## config.mk

```make
export PLATFORM = sky130hd
export DESIGN_NAME = mem_access_ctrl
export DESIGN_NICKNAME = d
export VERILOG_FILES = /design/src/rtl/mem_access_ctrl.sv
export SDC_FILE = /design/constraint.sdc
export NUM_CORES = 1
export LEC_CHECK = 0
export ABC_AREA = 1
export CAP_MARGIN = 20
export CORE_MARGIN = 2
export CORE_UTILIZATION = 44
export DETAILED_ROUTE_END_ITERATION = 8
export PLACE_DENSITY = 0.79
export SYNTH_ARGS = -nofsm -noshare
export SYNTH_HDL_FRONTEND = slang
export SYNTH_SLANG_ARGS = --single-unit
```

## constraint.sdc

```tcl
create_clock -name clk -period 5.5 [get_ports clk]
set_clock_uncertainty 0.15 [all_clocks]
set_input_delay 1.65 -clock clk [delete_from_list [all_inputs] [get_ports clk]]
set_output_delay 1.65 -clock clk [all_outputs]
set_load 0.03 [all_outputs]
```

## src/rtl/mem_access_ctrl.sv

```systemverilog
// MEM-stage sequencer: one request/ack transaction per EX/MEM load or store, with pipeline stall,
// read-lane alignment and a sticky error flag. Define MEM_TIMEOUT_EN to build the REQ-state abort.
module mem_access_ctrl #(
  parameter int unsigned TIMEOUT = 15
) (
  input  logic        clk,
  input  logic        inicio,
  input  logic [1:0]  MemReadM,
  input  logic [3:0]  MemWriteM,
  input  logic [31:0] ALUOutM,
  input  logic [31:0] WriteDataM,
  output logic        mem_req,
  output logic        mem_we,
  output logic [3:0]  mem_be,
  output logic [31:0] mem_addr,
  output logic [31:0] mem_wdata,
  input  logic        mem_ack,
  input  logic [31:0] mem_rdata,
  output logic        stall,
  output logic [31:0] ReadDataM,
  output logic        mem_err
);

  if ((TIMEOUT == 0) || (TIMEOUT > 255)) begin : g_timeout_range
    $error("TIMEOUT must be in 1..255");
  end

  typedef enum logic [1:0] {StIdle, StReq, StDone} state_e;

  state_e      state_q, state_d;
  logic        req_q, req_d;
  logic        we_q, we_d;
  logic [3:0]  be_q, be_d;
  logic [31:0] addr_q, addr_d;
  logic [31:0] wdata_q, wdata_d;
  logic [31:0] rdata_q, rdata_d;
  logic        err_q, err_d;
  logic [1:0]  off_q, off_d;
  logic [1:0]  size_q, size_d;
`ifdef MEM_TIMEOUT_EN
  localparam logic [7:0] TimeoutLast = 8'(TIMEOUT - 1);
  logic [7:0]  cnt_q, cnt_d;
`endif

  logic        acc, rd_legal, wr_legal, legal;
  logic [3:0]  rd_be;
  logic [31:0] shifted, aligned;

  assign acc = (MemReadM != 2'b00) | (MemWriteM != 4'b0000);

  always_comb begin
    rd_be    = 4'b0000;
    rd_legal = 1'b1;
    unique case (MemReadM)
      2'b01: rd_be = 4'b0001 << ALUOutM[1:0];
      2'b10: begin
        rd_be    = ALUOutM[1] ? 4'b1100 : 4'b0011;
        rd_legal = ~ALUOutM[0];
      end
      2'b11: begin
        rd_be    = 4'b1111;
        rd_legal = (ALUOutM[1:0] == 2'b00);
      end
      default: ;
    endcase
  end

  always_comb begin
    unique case (MemWriteM)
      4'b0000, 4'b0001, 4'b0010, 4'b0100, 4'b1000,
      4'b0011, 4'b1100, 4'b1111: wr_legal = 1'b1;
      default:                   wr_legal = 1'b0;
    endcase
  end

  // A combined load+store in one latch slot has no defined meaning.
  assign legal = rd_legal & wr_legal & ~((MemReadM != 2'b00) & (MemWriteM != 4'b0000));

  // Latch contents are frozen by stall, but offset/size are kept locally anyway.
  assign shifted = mem_rdata >> {off_q, 3'b000};

  always_comb begin
    unique case (size_q)
      2'b01:   aligned = {24'h0, shifted[7:0]};
      2'b10:   aligned = {16'h0, shifted[15:0]};
      default: aligned = shifted;
    endcase
  end

  always_comb begin
    state_d = state_q;
    req_d   = req_q;
    we_d    = we_q;
    be_d    = be_q;
    addr_d  = addr_q;
    wdata_d = wdata_q;
    rdata_d = rdata_q;
    err_d   = err_q;
    off_d   = off_q;
    size_d  = size_q;
`ifdef MEM_TIMEOUT_EN
    cnt_d   = cnt_q;
`endif
    unique case (state_q)
      StIdle: begin
        if (acc) begin
          if (legal) begin
            state_d = StReq;
            req_d   = 1'b1;
            we_d    = (MemWriteM != 4'b0000);
            be_d    = (MemWriteM != 4'b0000) ? MemWriteM : rd_be;
            addr_d  = {ALUOutM[31:2], 2'b00};
            wdata_d = WriteDataM;
            off_d   = ALUOutM[1:0];
            size_d  = MemReadM;
`ifdef MEM_TIMEOUT_EN
            cnt_d   = 8'd0;
`endif
          end else begin
            state_d = StDone;
            err_d   = 1'b1;
            rdata_d = 32'h0;
          end
        end
      end
      StReq: begin
        if (mem_ack) begin
          state_d = StDone;
          req_d   = 1'b0;
          if (!we_q) rdata_d = aligned;
        end
`ifdef MEM_TIMEOUT_EN
        // Ack on the last allowed cycle takes priority over the abort.
        else if (cnt_q == TimeoutLast) begin
          state_d = StDone;
          req_d   = 1'b0;
          err_d   = 1'b1;
          rdata_d = 32'h0;
        end else begin
          cnt_d = cnt_q + 8'd1;
        end
`endif
      end
      StDone:  state_d = StIdle;
      default: state_d = StIdle;
    endcase
  end

  always_ff @(posedge clk or posedge inicio) begin
    if (inicio) begin
      state_q <= StIdle;
      req_q   <= 1'b0;
      we_q    <= 1'b0;
      be_q    <= 4'b0000;
      addr_q  <= 32'h0;
      wdata_q <= 32'h0;
      rdata_q <= 32'h0;
      err_q   <= 1'b0;
      off_q   <= 2'b00;
      size_q  <= 2'b00;
`ifdef MEM_TIMEOUT_EN
      cnt_q   <= 8'd0;
`endif
    end else begin
      state_q <= state_d;
      req_q   <= req_d;
      we_q    <= we_d;
      be_q    <= be_d;
      addr_q  <= addr_d;
      wdata_q <= wdata_d;
      rdata_q <= rdata_d;
      err_q   <= err_d;
      off_q   <= off_d;
      size_q  <= size_d;
`ifdef MEM_TIMEOUT_EN
      cnt_q   <= cnt_d;
`endif
    end
  end

  // DONE drops stall so the latch advances exactly once per access.
  assign stall = ~inicio & (((state_q == StIdle) & acc) | (state_q == StReq));

  assign mem_req   = req_q;
  assign mem_we    = we_q;
  assign mem_be    = be_q;
  assign mem_addr  = addr_q;
  assign mem_wdata = wdata_q;
  assign ReadDataM = rdata_q;
  assign mem_err   = err_q;

endmodule
```

==> impl_metrics.py <==
metrics = {
    "cts": {
        "post_cts_buffers": 0,
        "cts_made_buffers": 9,
        "htreeDepth": 3,
        "cts-root-buf": "clkbuf_16",
        "clkLatencyLatePin_ns": 0.34,
        "cts.hold.buffers_added": 0,
        "cts_resized": 0,
        "cts_sinks": 107,
        "cts_buffer_depth": 2,
        "tritoncts": "done",
        "clkTransAtPathRegs_ns": 0.07,
    },
    "timing": {
        "fmax_mhz": 189,
        "slew_viol_final": 0,
        "rsz0062_at_grt": "no",
        "setup_tns_ns": 0,
        "layout_min_cycle_time_ns": 5.28,
        "relSlewSlack_pct": 44.5,
        "tightest_slew_ns": 0.830,
        "fin_crit_sh_pct": 96.0,
        "fin_ws_ns": 0.222,
        "finalHoldViolations": 0,
        "finalSetupViolations": 0,
    },
    "cells_and_area": {
        "diodes": 0,
        "nFillCells": 946,
        "final_cell_mix": "nand2_1, clkdlybuf4s50_1, dfrtp_1",
        "nNetsFinal": 944,
        "final_common_cell": "nand2_1",
        "area_growth_pct": 45.7,
        "drive_above_1_share_pct": 4.51,
    },
    "pwr": {
        "ir_drop_v": 0.000300,
        "p_per_area_nw_per_um2": 504,
        "p_leak_nw": 3.71,
    },
    "worst_setup_path": {
        "reg2regPathDepth": 6,
        "critical_path_arrival_ns": 3.48,
        "criticalPathCategory": "in2out",
        "timing.rr.start": "state_q[0]",
        "setup.worst_path.end_class": "primary output",
        "regToRegSetupSlack_ns": 2.67,
        "cp_data_required_time_ns": 3.70,
        "start_kind": "input pin",
        "reg2reg_to": "ReadDataM[23]",
        "path_max_fanout": 3,
    },
    "status": {
        "violations": "design-rule violations",
        "status": "finished with violations",
    },
    "floorplanning": {
        "die_x_um": 113,
        "die_area_um2": 12800,
        "die_h_um": 113,
        "initial_core_util_pct": 45.5,
        "io_pins": 209,
        "rows": 39,
        "core_um2": 11500,
    },
    "detailed_routing": {
        "drc_errors": 12,
        "top_layer": "met4",
        "initialDrtViolationCount": 591,
        "dr_wl_met2_um": 7500,
        "dr_wl_met3_um": 1810,
        "m1WireLength_um": 6330,
        "finalWirelength_um": 16100,
        "first_pass_iters": 9,
        "vias_per_cell": 5.51,
        "drt-wirelength-per-cell_um": 16.3,
        "vias": 5425,
        "ant_nets": 0,
    },
    "placed_design": {
        "io_buffers": 206,
        "place_ws_ns": 0.232,
        "gp_congestion": 0.923,
        "hpwl_um": 11000,
    },
    "hold_path": {
        "whs_path_depth": 2,
        "min_from": "mem_wdata[9]",
        "hp-class": "reg2reg",
        "whs_endpoint": "mem_wdata[9]",
    },
    "synthesis": {
        "synth_cells": 663,
        "synth_top_flop_cell": "dfrtp_1",
        "synth_area_um2": 5240,
        "synth_edf_count": 0,
        "ys_ff_latch": 107,
        "avgSynthCellArea_um2": 7.90,
        "ys_types": 24,
        "yosysWarnings": 0,
        "yosysSeqAreaShare_pct": 51.1,
        "ys_async_sr_fraction_pct": 100,
    },
    "job": {
        "max_cap_viol_count": 0,
    },
    "global_route": {
        "first_global_vias": 5267,
        "antenna_found_initial": 0,
        "grt_max_degree": 83,
        "overflow": 0,
        "grt_pass1_wl_um": 25800,
        "grt.total_usage_pct": 25.0,
    },
}
==> flip-flops by register name, summed over array words and instances (netlist names) <==
name       count
mem_we         1
mem_wdata     32
state_q        2
mem_req        1
mem_err        1
mem_be         4
ReadDataM     32
size_q         2
mem_addr      30
off_q          2
==> Yosys cell counts, types with 2 or more instances <==
| master | number | area (um^2) |
|---|---|---|
| nor2_2 | 2 | 12.5 |
| nand2_2 | 2 | 12.5 |
| o21ai_0 | 18 | 90.1 |
| nor2_1 | 11 | 41.3 |
| a21oi_1 | 25 | 125 |
| nand2_1 | 285 | 1070 |
| dfrtp_1 | 107 | 2680 |
| inv_1 | 22 | 82.6 |
| nand3_1 | 50 | 250 |
| buf_6 | 6 | 67.6 |
| buf_2 | 20 | 100 |
| nor3_1 | 8 | 40.0 |
| clkbuf_1 | 18 | 67.6 |
| ha_1 | 2 | 25.0 |
| nand4_1 | 68 | 425 |
| nand3_2 | 2 | 20.0 |
| inv_2 | 2 | 7.51 |
| buf_4 | 9 | 67.6 |
==> critical path, cell delays in order <==
cell and delay (ns):
clkdlybuf4s50_1 0.48, inv_1 0.05, ha_1 0.24, nand3_2 0.12
nand2_1 0.10, a21oi_1 0.14, clkdlybuf4s50_1 0.69
==> through the flow <==
step           utilization, %  cell area, um^2  power (mW)  hold WS [ns]  cells
3_5_place_dp             63.0             7250        3.09         0.309    968
4_1_cts                  66.0             7600        3.86         0.326    984
5_1_grt                  66.2             7630        4.05         0.341    985
6_report                 66.2             7630        3.84         0.323    985
2_1_floorplan               -             5240        2.34         0.292    664
3_3_place_gp             63.0             7250        3.04         0.302    968
==> worst max path at each step <==
stage                       startpoint            to  slack [ns]  cells after the start
final                     MemWriteM[0]         stall        0.22                      7
after global routing      MemWriteM[1]         stall        0.14                      7
after CTS                 MemWriteM[1]         stall        0.23                      7
after detailed placement  MemWriteM[1]         stall        0.23                      7
after global placement    MemWriteM[0]         stall        0.29                      7
after floorplan                 inicio  ReadDataM[0]        0.88                      1
==> layout make-up <==
cell class                 instances  area [um^2]  share of cell area (%)
sequential                       107         2680                    35.1
multi-input combinational        479         2170                    28.5
timing repair buffer             216         2160                    28.3
clock buffer                       9          225                    2.95
tap                              143          179                    2.35
clock inverter                     7          124                    1.62
inverter                          24         92.6                    1.21
==> cell families (layout without fill, tap and decap cells) <==
family                     count (synthesis)  count (layout)  synth area share (%)
and+or+nand+nor                          429             429                  36.0
DFF                                      107             107                  51.1
other                                      1               2                0.0716
AOI/OAI and AO/OA                         46              46                  4.76
adders and majority gates                  2               2                 0.478
buffers and inverters                     78             256                  7.58
==> per-layer routing <==
layer | track usage (%) | vias to the layer above
met1 | 31.3 | 2563
li1 | - | 2524
met2 | 39.9 | 296
met4 | 10.2 | 0
met5 | 0 | -
met3 | 8.46 | 42
==> report_power, final <==
group / internal (mW) / switching, mW / total (mW)
Clock: 0.450 / 0.302 / 0.752
Combinational: 0.680 / 1.18 / 1.86
Sequential: 1.05 / 0.180 / 1.23
Note: power is estimated with default switching activity, not from simulation.
